$ cat src/rtl/shift_cmd_sequencer.sv
// Command sequencer for the 8-bit universal shift register: one load plus
// an N-step shift/rotate per accepted command, with a done pulse and held result.
module shift_cmd_sequencer #(
    parameter int WIDTH = 8,
    parameter int CNT_W = 3
) (
    input  logic             clk,
    input  logic             rst,
    input  logic             cmd_valid,
    output logic             cmd_ready,
    input  logic [2:0]       cmd_op,
    input  logic [CNT_W-1:0] cmd_amt,
    input  logic             cmd_nload,
    input  logic [WIDTH-1:0] cmd_data,
    input  logic [WIDTH-1:0] reg_q,
    output logic [1:0]       sr_mode,
    output logic [WIDTH-1:0] sr_data,
    output logic             sr_left_in,
    output logic             sr_right_in,
    output logic             busy,
    output logic             done,
    output logic [WIDTH-1:0] result
);

    localparam logic [1:0] S_IDLE  = 2'd0;
    localparam logic [1:0] S_LOAD  = 2'd1;
    localparam logic [1:0] S_SHIFT = 2'd2;
    localparam logic [1:0] S_DONE  = 2'd3;

    localparam logic [2:0] OP_SHL = 3'd1;
    localparam logic [2:0] OP_SHR = 3'd2;
    localparam logic [2:0] OP_ROL = 3'd3;
    localparam logic [2:0] OP_ROR = 3'd4;
    localparam logic [2:0] OP_ASR = 3'd5;

    localparam logic [1:0] M_HOLD  = 2'd0;
    localparam logic [1:0] M_RIGHT = 2'd1;
    localparam logic [1:0] M_LEFT  = 2'd2;
    localparam logic [1:0] M_LOAD  = 2'd3;

    logic [1:0]       state;
    logic [CNT_W-1:0] cnt;
    logic [2:0]       op_q;
    logic [CNT_W-1:0] amt_q;
    logic [WIDTH-1:0] data_q;

    logic             accept;
    logic [CNT_W-1:0] cmd_steps;
    logic [CNT_W-1:0] lat_steps;

    // Ops 0/6/7 never shift, so their amount is forced to zero here; this
    // keeps SHIFT unreachable for them even when nload skips the load.
    function automatic logic is_shift_op(input logic [2:0] op);
        return (op >= OP_SHL) && (op <= OP_ASR);
    endfunction

    assign accept    = cmd_valid && cmd_ready;
    assign cmd_steps = is_shift_op(cmd_op) ? cmd_amt : '0;
    assign lat_steps = is_shift_op(op_q) ? amt_q : '0;

    assign cmd_ready = (state == S_IDLE);
    assign busy      = (state != S_IDLE);
    assign done      = (state == S_DONE);

    always_ff @(posedge clk) begin
        if (!rst) begin
            state  <= S_IDLE;
            cnt    <= '0;
            op_q   <= '0;
            amt_q  <= '0;
            data_q <= '0;
            result <= '0;
        end else begin
            case (state)
                S_IDLE: begin
                    if (accept) begin
                        op_q   <= cmd_op;
                        amt_q  <= cmd_amt;
                        data_q <= cmd_data;
                        cnt    <= cmd_steps;
                        if (!cmd_nload)
                            state <= S_LOAD;
                        else if (cmd_steps != '0)
                            state <= S_SHIFT;
                        else
                            state <= S_DONE;
                    end
                end
                S_LOAD: begin
                    state <= (lat_steps != '0) ? S_SHIFT : S_DONE;
                end
                S_SHIFT: begin
                    cnt <= cnt - 1'b1;
                    if (cnt <= 1)
                        state <= S_DONE;
                end
                default: begin
                    // The last shift landed on the entering edge, so reg_q is final here.
                    result <= reg_q;
                    state  <= S_IDLE;
                end
            endcase
        end
    end

    always_comb begin
        sr_mode     = M_HOLD;
        sr_data     = '0;
        sr_left_in  = 1'b0;
        sr_right_in = 1'b0;
        case (state)
            S_LOAD: begin
                sr_mode = M_LOAD;
                sr_data = data_q;
            end
            S_SHIFT: begin
                // The register shifts its parallel input, so reg_q is fed back.
                sr_data = reg_q;
                case (op_q)
                    OP_SHL: sr_mode = M_LEFT;
                    OP_ROL: begin
                        sr_mode    = M_LEFT;
                        sr_left_in = reg_q[WIDTH-1];
                    end
                    OP_SHR: sr_mode = M_RIGHT;
                    OP_ROR: begin
                        sr_mode     = M_RIGHT;
                        sr_right_in = reg_q[0];
                    end
                    OP_ASR: begin
                        sr_mode     = M_RIGHT;
                        sr_right_in = reg_q[WIDTH-1];
                    end
                    default: sr_mode = M_HOLD;
                endcase
            end
            default: ;
        endcase
    end

endmodule

$ cat config.mk
export PLATFORM = sky130hd
export DESIGN_NAME = shift_cmd_sequencer
export DESIGN_NICKNAME = d
export VERILOG_FILES = /design/src/rtl/shift_cmd_sequencer.sv
export SDC_FILE = /design/constraint.sdc
export NUM_CORES = 1
export LEC_CHECK = 0
export ABC_AREA = 1
export CAP_MARGIN = 10
export CELL_PAD_IN_SITES_DETAIL_PLACEMENT = 1
export CELL_PAD_IN_SITES_GLOBAL_PLACEMENT = 2
export CORE_MARGIN = 2
export CORE_UTILIZATION = 32
export DETAILED_ROUTE_END_ITERATION = 16
export DONT_BUFFER_PORTS = 1
export PLACE_DENSITY = 0.83
export REMOVE_ABC_BUFFERS = 1
export SLEW_MARGIN = 20
export SYNTH_ARGS = -nofsm -noshare
export SYNTH_HDL_FRONTEND = slang
export SYNTH_SLANG_ARGS = --single-unit
$ cat constraint.sdc
create_clock -name clk -period 1.9 [get_ports clk]
set_input_delay 0.285 -clock clk [delete_from_list [all_inputs] [get_ports clk]]
set_output_delay 0.285 -clock clk [all_outputs]
set_load 0.005 [all_outputs]
==> summary.txt, run 1 <==
Status
  – Status: finished clean

Setup path
  – CP Class: reg2out
  – Worst setup SP type: flop
  – Highest cell delay on the worst timing path: 0.38 ns
  – Crit path max-delay family: buffers and inverters
  – Worst-path fanout max: 5
  – CP cell instances: inv_1 -> ha_1 -> clkinvlp_4 -> buf_2 -> a21oi_1
  – CP Capture Type: output port
  – Buf/Inv on CP: 3
  – WP data required: 1.62 ns
  – CP max-delay cell: dfxtp_2
  – Worst EP arrival: 1.59 ns

Yosys
  – Synth cell types: 20
  – Register bit count reported by yosys: 27
  – Number of flops mapped to enable cells by yosys: 0
  – Syn Std Cell Area: 0.001349 mm²
  – Primary FF master, synth: dfxtp_1
  – Most frequent cell after synthesis: nor2_1
  – Area leader, netlist: dfxtp_1
  – Synth top cells by count: nor2_1, nand2_1, dfxtp_1
  – Syn Area/Cell: 6.812 µm²
  – Yosys warns: 0
  – Post-synthesis sequential area ratio: 40.07%
  – Async set or reset register ratio after synthesis: 0%
  – Gate Count Post-Synth: 198
  – Area share of the largest cell type after synthesis: 40.07%
  – Synth top area cells: dfxtp_1, nor2_1, nand2_1

Floorplanning
  – Num rows: 23
  – Die width: 68.92 µm
  – I/O pin cnt: 49
  – DIE AREA: 0.004750 mm²
  – Die H: 68.92 µm
  – Initial core utilization: 33.48%
  – Core area: 0.004029 mm²

Power
  – Total Power: 2.039 mW
  – Leakage: 0.6140 nW
  – Power Dens Cells: 1372 mW/mm²
  – VDD IR max: 0.3954 mV

Clocking
  – Clock buffer depth: 2
  – Clk_lat worst skew: 0.27 ns
  – CTS Buf Count: 3
  – Clk sinks: 27
  – Hold_buf cts: 0
  – CTS clk-pin slew, worst paths: 0.10 ns
  – TritonCTS clock tree: built
  – CTS H-tree depth: 1
  – Root Driver: clkbuf_8

Finish
  – Finished Cell Area: 0.001486 mm²
  – Area Overhead vs Synth: 10.20%
  – Layout cells sized above 1: 9.548%
  – Fillers: 518
  – Diodes inserted: 0
  – Fin nets: 233

Detailed routing
  – Post-Route WL: 3924 µm
  – WL/cell: 15.76 µm
  – First-pass DRT Iterations: 4
  – Vias post-DR: 1284
  – Vias per cell: 5.157
  – Initial DRC Count: 23
  – DRC viols: 0
  – ANT nets after route: 0

STA
  – Highest clock rate: 533.7 MHz
  – Worst slew pin tran: 0.3426 ns
  – Worst slew margin: 77.16%
  – Minimum clock period: 1.874 ns
  – Worst Clk Skew: 0.005177 ns
  – Tcrit/Tclk final: 98.61%
  – Final hold vios: 0
  – Fin worst setup slack: 0.02645 ns
  – TNS Setup: 0 ns
  – Final setup vio count: 0
  – Number of slew-limit violations in the final report: 0

Global routing
  – Vias in the first global route: 1335
  – Initial antenna violation count: 0
  – Largest net degree at the start of global routing: 24
  – First-pass GRT wire length: 6023 µm
  – GRT Residual Overflow: 0
  – Total track usage: 17.05%

Place
  – GP Congestion: 0.9263
  – IO Port Bufs: 0
  – Area after DPL: 0.001384 mm²
  – DP Wirelength: 2982 µm
  – Dpl ws: 0.1138 ns

Worst hold path
  – Hold crit path type: in2reg

Run
  – Max-Cap Viols: 0
[cell type report]
cell class,count,area (µm²),area share [%]
multi-input combinational,142,716.9,48.23
sequential,27,543.0,36.53
inverter,21,82.58,5.556
tap,50,62.56,4.209
clock buffer,3,41.29,2.778
timing repair buffer,5,35.03,2.357
clock inverter,1,5.005,0.3367
[metrics by stage]
stage / std cells / util, % / hold slack (ns)
3_3_place_gp: 241 / 34.35 / 0.4236
4_1_cts: 245 / 35.56 / 0.1331
5_1_grt: 249 / 36.89 / 0.1391
6_report: 249 / 36.89 / 0.1404
3_5_place_dp: 241 / 34.35 / 0.4315
2_1_floorplan: 190 / - / 0.4199
[power by group]
group | leakage (nW) | internal [mW] | total, mW | switching [mW]
clock | 0.0255 | 0.147 | 0.333 | 0.186
sequential | 0.223 | 0.723 | 0.829 | 0.105
combinational | 0.366 | 0.316 | 0.877 | 0.561
total | 0.614 | 1.19 | 2.04 | 0.852
[per-layer routing]
| metal | up-vias | global-route usage (%) | share of wire, % |
|---|---|---|---|
| met5 | - | 0 | 0 |
| met4 | 0 | 5.882 | 0.87 |
| met3 | 4 | 3.896 | 7.1 |
| met2 | 37 | 30.17 | 49 |
| met1 | 598 | 20.10 | 43 |
| li1 | 645 | - | - |
[sequential cells by signal, indices dropped and copies added (netlist names)]
name,count
data_q,8
result,8
amt_q,3
cnt,3
op_q,3
state,2
[what timing repair did]
item / in CTS / in global routing
setup buffers: 0 / 4
hold endpoints to repair: 0 / 0
setup endpoints to repair: 3 / 4
resized for setup: 1 / 7
[logic make-up (layout without fill, tap and decap cells)]
group	count (synthesis)	in the layout	synth area share, %
adder cells (fa/ha/maj)	7	7	6.493
AO/OA/AOI/OAI	53	53	20.69
flip-flops	27	27	40.07
AND/OR/NAND/NOR	81	81	23.66
XOR/XNOR	1	1	0.6495
buffers and inverters	29	30	8.441
[layout by cell type (no fill, tap or decap), drive strengths merged, types with 2 or more instances in the layout]
| cell type | instances |
|---|---|
| a21oi | 23 |
| a221oi | 2 |
| buf | 5 |
| clkbuf | 3 |
| clkinv | 2 |
| dfxtp | 27 |
| ha | 7 |
| inv | 19 |
| nand2 | 35 |
| nand3 | 4 |
| nand4 | 3 |
| nor2 | 37 |
| nor3 | 2 |
| o21ai | 27 |
[worst paths after layout]
path	from	endpoint	slack, ns	cells after the start
setup reg to reg	state[0]$_SDFFE_PN0P_	cnt[1]$_SDFFE_PN0P_	0.26	7
setup / recovery	state[0]$_SDFFE_PN0P_	sr_mode[1]	0.03	5
hold / removal	rst	data_q[4]$_SDFFE_PN0P_	0.14	2
hold reg to reg	amt_q[2]$_SDFFE_PN0P_	amt_q[2]$_SDFFE_PN0P_	0.47	2
Power figures use the tool's default switching activity.
==> run 2: changes to the inputs <==
REMOVE_ABC_BUFFERS = unset   (was 1)
==> summary.txt, run 2 (synthesis gave the netlist of run 1 again) <==
Clocking
  – CTS clk-pin slew, worst paths: 0.09 ns (was 0.10 ns)
  – Clk_lat worst skew: 0.28 ns (was 0.27 ns)
  – Root Driver: clkbuf_8 (unchanged)
  – TritonCTS clock tree: built (unchanged)
  – Clk sinks: 27 (unchanged)
  – Clock buffer depth: 2 (unchanged)
  – CTS Buf Count: 3 (unchanged)
  – CTS H-tree depth: 1 (unchanged)
  – Hold_buf cts: 0 (unchanged)

Setup path
  – Internal reg-to-reg setup slack: 0.34 ns (was 0.26 ns)
  – CP Class: reg2out (unchanged)
  – Worst setup startpoint: state[0]$_SDFFE_PN0P_ (unchanged)
  – Worst setup SP type: flop (unchanged)
  – FF-to-FF path depth: 6 (was 7)
  – WP data required: 1.62 ns (about the same)
  – Crit Reg-Reg Startpoint: state[0]$_SDFFE_PN0P_ (unchanged)
  – CP Capture Type: output port (unchanged)
  – Worst-path fanout max: 9 (was 5)
  – R2R Path End: data_q[1]$_SDFFE_PN0P_ (was cnt[1]$_SDFFE_PN0P_)
  – Worst EP arrival: 1.53 ns (was 1.59 ns)

STA
  – Worst Clk Skew: 0.001892 ns (was 0.005177 ns)
  – Number of slew-limit violations in the final report: 0 (unchanged)
  – Highest clock rate: 550.2 MHz (was 533.7 MHz)
  – Final hold vios: 0 (unchanged)
  – Tcrit/Tclk final: 95.66% (was 98.61%)
  – Worst slew pin tran: 0.3685 ns (was 0.3426 ns)
  – Final setup vio count: 0 (unchanged)
  – Minimum clock period: 1.817 ns (was 1.874 ns)
  – Hold Slack: 0.1367 ns (was 0.1404 ns)
  – RSZ-0062 raised after global routing: yes
  – Fin worst setup slack: 0.08255 ns (was 0.02645 ns)
  – Worst slew margin: 75.43% (was 77.16%)
  – TNS Setup: 0 ns (unchanged)

Place
  – GP Congestion: 0.7169 (was 0.9263)
  – IO Port Bufs: 0 (unchanged)
  – Dpl ws: 0.2329 ns (was 0.1138 ns)
  – DP Wirelength: 2994 µm (was 2982 µm)
  – Area after DPL: 0.001391 mm² (was 0.001384 mm²)

Floorplanning
  – I/O pin cnt: 49 (unchanged)
  – Die width: 68.92 µm (unchanged)
  – Initial core utilization: 33.48% (unchanged)
  – Core area: 0.004029 mm² (unchanged)
  – Num rows: 23 (unchanged)
  – DIE AREA: 0.004750 mm² (unchanged)
  – Die H: 68.92 µm (unchanged)

Detailed routing
  – Post-Route WL: 3773 µm (was 3924 µm)
  – Met1 WL: 1500 µm (was 1698 µm)
  – Initial DRC Count: 15 (was 23)
  – DRC viols: 0 (unchanged)
  – Met2 wire length: 1864 µm (was 1914 µm)
  – ANT nets after route: 0 (unchanged)
  – Met3 wire len: 362 µm (was 277 µm)
  – Vias post-DR: 1271 (was 1284)
  – First-pass DRT Iterations: 4 (unchanged)
  – WL/cell: 15.15 µm (was 15.76 µm)
  – Max Used Layer: met4 (unchanged)
  – Vias per cell: 5.104 (was 5.157)

Global routing
  – Total track usage: 16.88% (was 17.05%)
  – Largest net degree at the start of global routing: 24 (unchanged)
  – First-pass GRT wire length: 5892 µm (was 6023 µm)
  – Vias in the first global route: 1267 (was 1335)
  – Initial antenna violation count: 0 (unchanged)
  – GRT Residual Overflow: 0 (unchanged)

Finish
  – Area Overhead vs Synth: 9.183% (was 10.20%)
  – Diodes inserted: 0 (unchanged)
  – Most common cell after layout, fill and taps aside: nor2_1 (unchanged)
  – Finished Cell Area: 0.001473 mm² (was 0.001486 mm²)
  – Layout cells sized above 1: 8.543% (was 9.548%)
  – Top flop regs: data_q: 8 flops, result: 8 flops (unchanged)
  – Fin nets: 233 (unchanged)
  – Commonest non-fill, non-tap cells in the layout: nor2_1, nand2_1, dfxtp_1 (unchanged)
  – Final core occ: 36.55% (was 36.89%)

Run
  – Max-Cap Viols: 0 (unchanged)

Power
  – VDD IR max: 0.3907 mV (was 0.3954 mV)
  – Power Dens Cells: 1345 mW/mm² (was 1372 mW/mm²)
  – Leakage: 0.6106 nW (was 0.6140 nW)

Worst hold path
  – Hold wc startpoint: reg_q[6] (was rst)
  – Worst hold endpoint: result[6]$_SDFFE_PN0N_ (was data_q[4]$_SDFFE_PN0P_)
  – Hold depth: 2 (unchanged)
  – Hold crit path type: in2reg (unchanged)

Status
  – Status: finished clean (unchanged)

Yosys
  – Syn nets: 231
==> run 2: changes by cell type in the layout (fill, tap and decap cells not counted) <==
| cell | previous run | this run |
|---|---|---|
| a21oi_1 | 21 | 22 |
| clkinv_2 | 1 | 0 |
| ha_1 | 5 | 6 |
| a21oi_2 | 2 | 1 |
| clkinvlp_4 | 1 | 2 |
| ha_4 | 1 | 0 |
==> run 2: cell type report <==
cell class,count,area [µm²]
clock inverter,1,7.507
inverter,21,82.58
multi-input combinational,142,700.7
clock buffer,3,41.29
fill,531,2556
tap,50,62.56
sequential,27,543.0
timing repair buffer,5,35.03
==> run 2: metal layers <==
layer,global-route usage [%],up-vias
met2,29.69,33
met4,5.882,0
met5,0,-
met3,7.143,5
met1,18.03,590
li1,-,643
==> run 2: repair_timing <==
item	4_1_cts	5_1_grt
setup buffers	0	3
endpoints found under the setup margin	7	11
resized for setup	1	4
cloned	0	0
==> run 2: report_power, final <==
group | internal, mW | total, mW | leakage (nW) | switching [mW]
Clock | 0.149 | 0.337 | 0.0217 | 0.188
Combinational | 0.295 | 0.818 | 0.366 | 0.523
Sequential | 0.723 | 0.826 | 0.223 | 0.103
Total | 1.17 | 1.98 | 0.611 | 0.814
==> run 2: worst max path at each step <==
stage / to / slack [ns]
finish: sr_right_in / 0.08
global route: sr_right_in / -0.05
CTS: sr_mode[1] / 0.03
detailed placement: sr_right_in / 0.23
global placement: sr_right_in / 0.30
floorplan: data_q[0]$_SDFFE_PN0P_ / 0.49
==> run 2: critical path, stage by stage, from the launching register on <==
cell and delay, ns:
dfxtp_2 0.36, inv_1 0.10, ha_2 0.32, inv_2 0.13, nor3_1 0.20, nand2_1 0.08, inv_1 0.07
==> run 2: metrics by stage <==
step | power (mW) | std cells
3_5_place_dp | 1.592 | 242
2_1_floorplan | 1.393 | 198
6_report | 1.981 | 249
5_1_grt | 2.165 | 249
4_1_cts | 1.941 | 246
3_3_place_gp | 1.539 | 242
